[src/rtl/aes_dec_pkg.sv]
// Shared types and column-routing helpers for the AES decryption datapath.
// A state is four 32-bit columns, with column 0 in the most significant word.
package aes_dec_pkg;

   localparam int AES_STATE_W = 128;
   localparam int AES_COL_W   = 32;
   localparam int AES_NCOL    = AES_STATE_W / AES_COL_W;

   typedef enum logic [1:0] {IDLE, BUSY, DONE} state_t;

   // Index of the least significant bit of column idx.
   function automatic logic [6:0] colBase(input int idx);
      return 7'(AES_COL_W * (AES_NCOL - 1 - idx));
   endfunction

   function automatic logic [AES_COL_W-1:0] colSel(input logic [AES_STATE_W-1:0] s, input int idx);
      return s[colBase(idx) +: AES_COL_W];
   endfunction

endpackage

[src/rtl/inv_mix_columns_seq_if.sv]
// Input and output valid/ready streams of the InvMixColumns engine.
// The master drives states in and accepts results; the slave is the engine.
interface inv_mix_columns_seq_if;

   logic         in_valid;
   logic         in_ready;
   logic [127:0] in_data;
   logic         in_bypass;
   logic         out_valid;
   logic         out_ready;
   logic [127:0] out_data;

   modport master (
      output in_valid, in_data, in_bypass, out_ready,
      input  in_ready, out_valid, out_data
   );

   modport slave (
      input  in_valid, in_data, in_bypass, out_ready,
      output in_ready, out_valid, out_data
   );

endinterface

[src/rtl/inv_mix_columns_seq_helper.sv]
// Combinational InvMixColumns on a single column.
// Byte 0 of the column is in the MSB.
module MixColumnHelper (
   input  logic [31:0] i_col,
   output logic [31:0] o_col
);

   function automatic logic [7:0] xt(input logic [7:0] b);
      return {b[6:0], 1'b0} ^ (b[7] ? 8'h1b : 8'h00);
   endfunction

   // Each multiplier is built as a chain of doublings, for example 14 = ((2 + 1) * 2 + 1) * 2.
   function automatic logic [7:0] mul9(input logic [7:0] b);
      return xt(xt(xt(b))) ^ b;
   endfunction

   function automatic logic [7:0] mul11(input logic [7:0] b);
      return xt(xt(xt(b)) ^ b) ^ b;
   endfunction

   function automatic logic [7:0] mul13(input logic [7:0] b);
      return xt(xt(xt(b) ^ b)) ^ b;
   endfunction

   function automatic logic [7:0] mul14(input logic [7:0] b);
      return xt(xt(xt(b) ^ b) ^ b);
   endfunction

   logic [7:0] w_a0, w_a1, w_a2, w_a3;

   assign {w_a0, w_a1, w_a2, w_a3} = i_col;

   assign o_col[31:24] = mul14(w_a0) ^ mul11(w_a1) ^ mul13(w_a2) ^ mul9(w_a3);
   assign o_col[23:16] = mul9(w_a0)  ^ mul14(w_a1) ^ mul11(w_a2) ^ mul13(w_a3);
   assign o_col[15:8]  = mul13(w_a0) ^ mul9(w_a1)  ^ mul14(w_a2) ^ mul11(w_a3);
   assign o_col[7:0]   = mul11(w_a0) ^ mul13(w_a1) ^ mul9(w_a2)  ^ mul14(w_a3);

endmodule

[src/rtl/inv_mix_columns_seq.sv]
// Sequential InvMixColumns engine. It transforms COLS_PER_CYCLE columns per cycle in place
// and has a bypass path for the final decryption round.
module inv_mix_columns_seq
   import aes_dec_pkg::*;
#(
   parameter int COLS_PER_CYCLE = 1
)(
   input  logic                  clk,
   input  logic                  rst_n,
   inv_mix_columns_seq_if.slave  bus,
   input  logic                  abort,
   output logic                  busy
);

   localparam int         NCYC     = AES_NCOL / COLS_PER_CYCLE;
   localparam logic [1:0] LAST_CNT = 2'(NCYC - 1);

   state_t                 r_state;
   logic [1:0]             r_colCnt;
   logic [AES_STATE_W-1:0] r_work;
   logic [AES_STATE_W-1:0] r_outData;
   logic                   r_outValid;

   logic [AES_COL_W-1:0]   w_helperIn  [COLS_PER_CYCLE];
   logic [AES_COL_W-1:0]   w_helperOut [COLS_PER_CYCLE];
   logic [AES_STATE_W-1:0] w_workNext;

   for (genvar g = 0; g < COLS_PER_CYCLE; g++) begin : gHelper
      assign w_helperIn[g] = colSel(r_work, int'(r_colCnt) * COLS_PER_CYCLE + g);
      MixColumnHelper uHelper (
         .i_col (w_helperIn[g]),
         .o_col (w_helperOut[g])
      );
   end

   // Write the helper results back into their own column slots. All other columns keep their values.
   always_comb begin
      w_workNext = r_work;
      for (int g = 0; g < COLS_PER_CYCLE; g++) begin
         w_workNext[colBase(int'(r_colCnt) * COLS_PER_CYCLE + g) +: AES_COL_W] = w_helperOut[g];
      end
   end

   always_ff @(posedge clk or negedge rst_n) begin
      if (!rst_n) begin
         r_state    <= IDLE;
         r_colCnt   <= 2'd0;
         r_work     <= '0;
         r_outData  <= '0;
         r_outValid <= 1'b0;
      end else if (abort) begin
         r_state    <= IDLE;
         r_colCnt   <= 2'd0;
         r_outValid <= 1'b0;
      end else begin
         case (r_state)
            IDLE: begin
               if (bus.in_valid) begin
                  r_work   <= bus.in_data;
                  r_colCnt <= 2'd0;
                  if (bus.in_bypass) begin
                     r_state    <= DONE;
                     r_outData  <= bus.in_data;
                     r_outValid <= 1'b1;
                  end else begin
                     r_state <= BUSY;
                  end
               end
            end
            // The last pass publishes its result directly, so out_valid rises on the same edge the FSM enters DONE.
            BUSY: begin
               r_work <= w_workNext;
               if (r_colCnt == LAST_CNT) begin
                  r_state    <= DONE;
                  r_colCnt   <= 2'd0;
                  r_outData  <= w_workNext;
                  r_outValid <= 1'b1;
               end else begin
                  r_colCnt <= r_colCnt + 2'd1;
               end
            end
            DONE: begin
               if (bus.out_ready) begin
                  r_state    <= IDLE;
                  r_outValid <= 1'b0;
               end
            end
            default: begin
               r_state    <= IDLE;
               r_outValid <= 1'b0;
            end
         endcase
      end
   end

   assign bus.in_ready  = (r_state == IDLE);
   assign bus.out_valid = r_outValid;
   assign bus.out_data  = r_outData;
   assign busy          = (r_state != IDLE);

endmodule

[src/flat_wrapper.sv]
// flat-port wrapper written by rule: the top's interface ports become plain ports
module inv_mix_columns_seq_flat import aes_dec_pkg::*;
#(
   parameter int COLS_PER_CYCLE = 1
)
  (clk, rst_n, abort, busy, bus_in_valid, bus_in_data, bus_in_bypass, bus_out_ready, bus_in_ready, bus_out_valid, bus_out_data);
  inv_mix_columns_seq_if bus_i ();
  input  logic clk;
  input  logic rst_n;
  input  logic abort;
  output logic busy;
  input wire logic [$bits(bus_i.in_valid)-1:0] bus_in_valid;
  input wire logic [$bits(bus_i.in_data)-1:0] bus_in_data;
  input wire logic [$bits(bus_i.in_bypass)-1:0] bus_in_bypass;
  input wire logic [$bits(bus_i.out_ready)-1:0] bus_out_ready;
  output wire logic [$bits(bus_i.in_ready)-1:0] bus_in_ready;
  output wire logic [$bits(bus_i.out_valid)-1:0] bus_out_valid;
  output wire logic [$bits(bus_i.out_data)-1:0] bus_out_data;
  assign bus_i.in_valid = bus_in_valid;
  assign bus_i.in_data = bus_in_data;
  assign bus_i.in_bypass = bus_in_bypass;
  assign bus_i.out_ready = bus_out_ready;
  assign bus_in_ready = bus_i.in_ready;
  assign bus_out_valid = bus_i.out_valid;
  assign bus_out_data = bus_i.out_data;
  inv_mix_columns_seq #(.COLS_PER_CYCLE(COLS_PER_CYCLE)) u_core (.clk(clk), .rst_n(rst_n), .bus(bus_i), .abort(abort), .busy(busy));
endmodule
[config.mk]
export PLATFORM = sky130hd
export DESIGN_NAME = inv_mix_columns_seq_flat
export DESIGN_NICKNAME = d
export VERILOG_FILES = /design/src/rtl/aes_dec_pkg.sv /design/src/rtl/inv_mix_columns_seq_if.sv /design/src/rtl/inv_mix_columns_seq_helper.sv /design/src/rtl/inv_mix_columns_seq.sv /design/src/flat_wrapper.sv
export SDC_FILE = /design/constraint.sdc
export NUM_CORES = 1
export LEC_CHECK = 0
export ABC_CLOCK_PERIOD_IN_PS = 3200
export BUFFER_PORTS_ARGS = -buffer_cell sky130_fd_sc_hd__buf_2
export CORE_ASPECT_RATIO = 1.2
export CORE_MARGIN = 2
export CORE_UTILIZATION = 45
export DETAILED_ROUTE_END_ITERATION = 10
export PLACE_DENSITY = 0.75
export SLEW_MARGIN = 20
export SYNTH_ARGS = -nofsm -noshare
export SYNTH_HDL_FRONTEND = slang
export SYNTH_SLANG_ARGS = --single-unit
[constraint.sdc]
create_clock -name clk -period 3.2 [get_ports clk]
set_input_delay 0.48 -clock clk [delete_from_list [all_inputs] [get_ports clk]]
set_output_delay 0.48 -clock clk [all_outputs]
set_load 0.05 [all_outputs]
==> flow_summary.ini <==
[global_routing]
grt_pass1_wl_um = 79300
overflow = 0
antenna_found_initial = 0
grt_start_max_net_pins = 101
grt_pass1_vias = 13500
grt_use_total = 0.299

[floorplanning]
die_area_sq_um = 34800
core.rowCount = 73
initial_utilization = 0.455
core_area_sq_um = 33000
fp.dieH_um = 204
num_io_pins = 265
die_w_um = 171

[setup_path]
crit_type = flip-flop to flip-flop
cp-end-kind = flip-flop
cpMaxStageDelayCell = mux4_2
critPathLaunchType = flip-flop
cp.buffers_inverters = 6
worstPathArrival_ps = 3770
cp_max_fo = 11
timing.rr.start = u_core.r_colCnt[0]
worstPathRequired_ps = 3630
crit_start = u_core.r_colCnt[0]
slowest_delay_ps = 590
crit_chain = buf_12 -> buf_8 -> mux4_2 -> buf_6 -> buf_12 -> xnor2_4 -> xnor3_2 -> buf_4 -> xnor2_4 -> xor2_2 -> buf_6 -> a221oi_4 -> o31ai_1
cpLargestDelayFamily = XOR/XNOR gates

[synth]
synth-seq-cells = 261
synth_top_family_by_area = compound AO/OA/AOI/OAI gates
syn_area_sq_um = 15000
synthMuxAreaShare = 0.0566
synthXorXnorAreaFrac = 0.149
ys_types = 43
synthCells = 1503
synth_compound_gate_area_share = 0.209
synth_seq_area_share = 0.436
synthAdderAreaFrac = 0.00417
async_reset_ff_frac = 1.00
yosys.area_share.simple = 0.107
synth_enable_flop_cells = 0
synth_area_per_cell_sq_um = 9.98
ys.flop_type = dfrtp_1
syn_nets = 1642
yosys_warnings = 0

[cts]
cts_tree = yes
ctsRootBufferMaster = clkbuf_16
htreeDepth = 1
clockBufferDepth = 3
clk_latency_ps = 570
cts_buffers = 27
clk_pin_slew_ps = 60
cts.sinks = 261

[place]
dp.cells = 2258
io_buffers = 264
gp_congestion = 0.978
dp_hpwl_um = 37400
place_ws_ps = -381

[sta]
finalSetupViolations = 71
relSlewSlack = 0.470
worst_slack_ps = -138
rsz0062_at_grt = true
period_minus_slack_ps = 3340
finalHoldViolCount = 0
fmax_mhz = 300
tightest_slew_ps = 795
finalCritPeriodShare = 1.04
skew_ps = 11.1
drv_slew = 0

[drt]
drt-pass1-iter-count = 6
drt_first_iter_violations = 1585
post-route-drc-count = 0
vias_per_cell = 6.02
wl_um = 55200
postRouteAntennaNets = 0
wl_per_cell_um = 23.4
route.vias.total = 14200

[layout]
fin_nets = 2025
drive_above_1_share = 0.407
area_growth_pct = 40.2
fin_cells = 2357
antenna_cells = 0

[worst_hold_path]
worstHoldStart = bus_out_ready
hp-class = primary input to flip-flop

[outcome]
status = finished with violations
violations = negative setup slack

[job]
cap_violations = 0
[what timing repair did]
action / in CTS / in global routing
hold buffers: 1 / 0
buffers inserted: 30 / 18
setup endpoints to repair: 198 / 199
hold endpoints to repair: 12 / 0
resized for setup: 137 / 151
pin swaps: 33 / 44
[routing by layer]
metal | part of all wire | vias to the layer above | wire length (um) | GRT usage
met4 | 0.052 | 0 | 2880 | 0.154
met3 | 0.081 | 160 | 4460 | 0.0554
met5 | 0 | - | 0 | 0
met2 | 0.48 | 799 | 26400 | 0.471
li1 | - | 6227 | - | -
met1 | 0.39 | 7014 | 21500 | 0.395
[final timing paths]
check / to / slack (ps) / cells after the start
worst max-delay path: u_core.bus.out_data[50] / -140 / 13
worst min-delay path: u_core.r_state[1] / 100 / 2
worst max register to register: u_core.bus.out_data[50] / -140 / 13
worst min register to register: u_core.bus.out_data[105] / 470 / 2
max in group asynchronous: u_core.r_work[47] / 1830 / 3
min in group asynchronous: u_core.bus.out_data[38] / 560 / 2
[registers in the layout, summed over array words and instances, names as in the netlist]
signal                count
u_core.r_work           128
u_core.bus.out_data     128
u_core.bus.out_valid      1
u_core.r_colCnt           2
u_core.r_state            2
[per-stage QoR]
stage / utilization / area (sq um) / hold slack (ps) / TNS, ps
2_1_floorplan: - / 15100 / 184 / 0
3_3_place_gp: 0.544 / 17900 / 457 / -22070
3_5_place_dp: 0.544 / 17900 / 464 / -27050
4_1_cts: 0.604 / 19900 / 95.4 / -1690
5_1_grt: 0.638 / 21000 / 114 / -13480
6_report: 0.638 / 21000 / 104 / -4100
[placed cells by master, fill, tap and decap left out, types with 21 or more instances in the layout]
cell / Yosys / layout
a31oi_1: 23 / 23
mux4_2: 25 / 29
nor2_1: 139 / 138
buf_4: 1 / 172
o31ai_1: 157 / 134
buf_2: 12 / 263
o21ai_1: 2 / 22
clkbuf_16: 0 / 27
buf_6: 3 / 21
xnor2_2: 5 / 37
a221oi_4: 0 / 31
buf_12: 1 / 22
o21ai_0: 95 / 69
nand2_1: 227 / 225
xnor2_1: 103 / 53
and3_1: 21 / 21
a221oi_2: 1 / 37
dfrtp_1: 261 / 260
xnor2_4: 4 / 22
a21oi_1: 101 / 101
[cell families after synthesis]
kind of cell    count (synthesis)
compound gates                474
xor+xnor                      184
fa+ha+maj                       5
buf+inv                       136
flops                         261
mux                            41
simple gates                  402
[worst register-to-register path, stage by stage, from the launching register on]
cell and delay [ps]:
dfrtp_2 380, buf_12 150, buf_8 130, mux4_2 590
buf_6 160, buf_12 120, xnor2_4 160, xnor3_2 460
buf_4 170, xnor2_4 140, xor2_2 190, buf_6 150
a221oi_4 290, o31ai_1 120
[synthesized netlist by cell type, types with 8 or more instances]
library cell  count  area share
a22oi_1          17      0.0085
mux2_2            9      0.0068
xnor3_1          31       0.047
mux4_2           25       0.038
inv_1             8      0.0020
nand2_1         227       0.057
xor2_1           34       0.020
buf_2            12      0.0040
o31ai_1         157       0.079
a221oi_1         74       0.043
o21ai_0          95       0.032
a31oi_1          23      0.0096
a21oi_1         101       0.034
dfrtp_1         261        0.44
and3_1           21      0.0088
clkbuf_1        106       0.027
nor2_1          139       0.035
xnor2_1         103       0.060
[final cells by class]
class	count	area, sq um
clock inverters	16	178
clock buffers	34	742
flip-flops and latches	261	6530
fillers	2530	11900
inverters	9	33.8
repair buffers	481	3320
well taps	450	563
multi-input cells	1106	9650
Power is left out: the tool's default activity adds up to more than one toggle a clock period on the data nets, which glitch-free logic cannot reach.
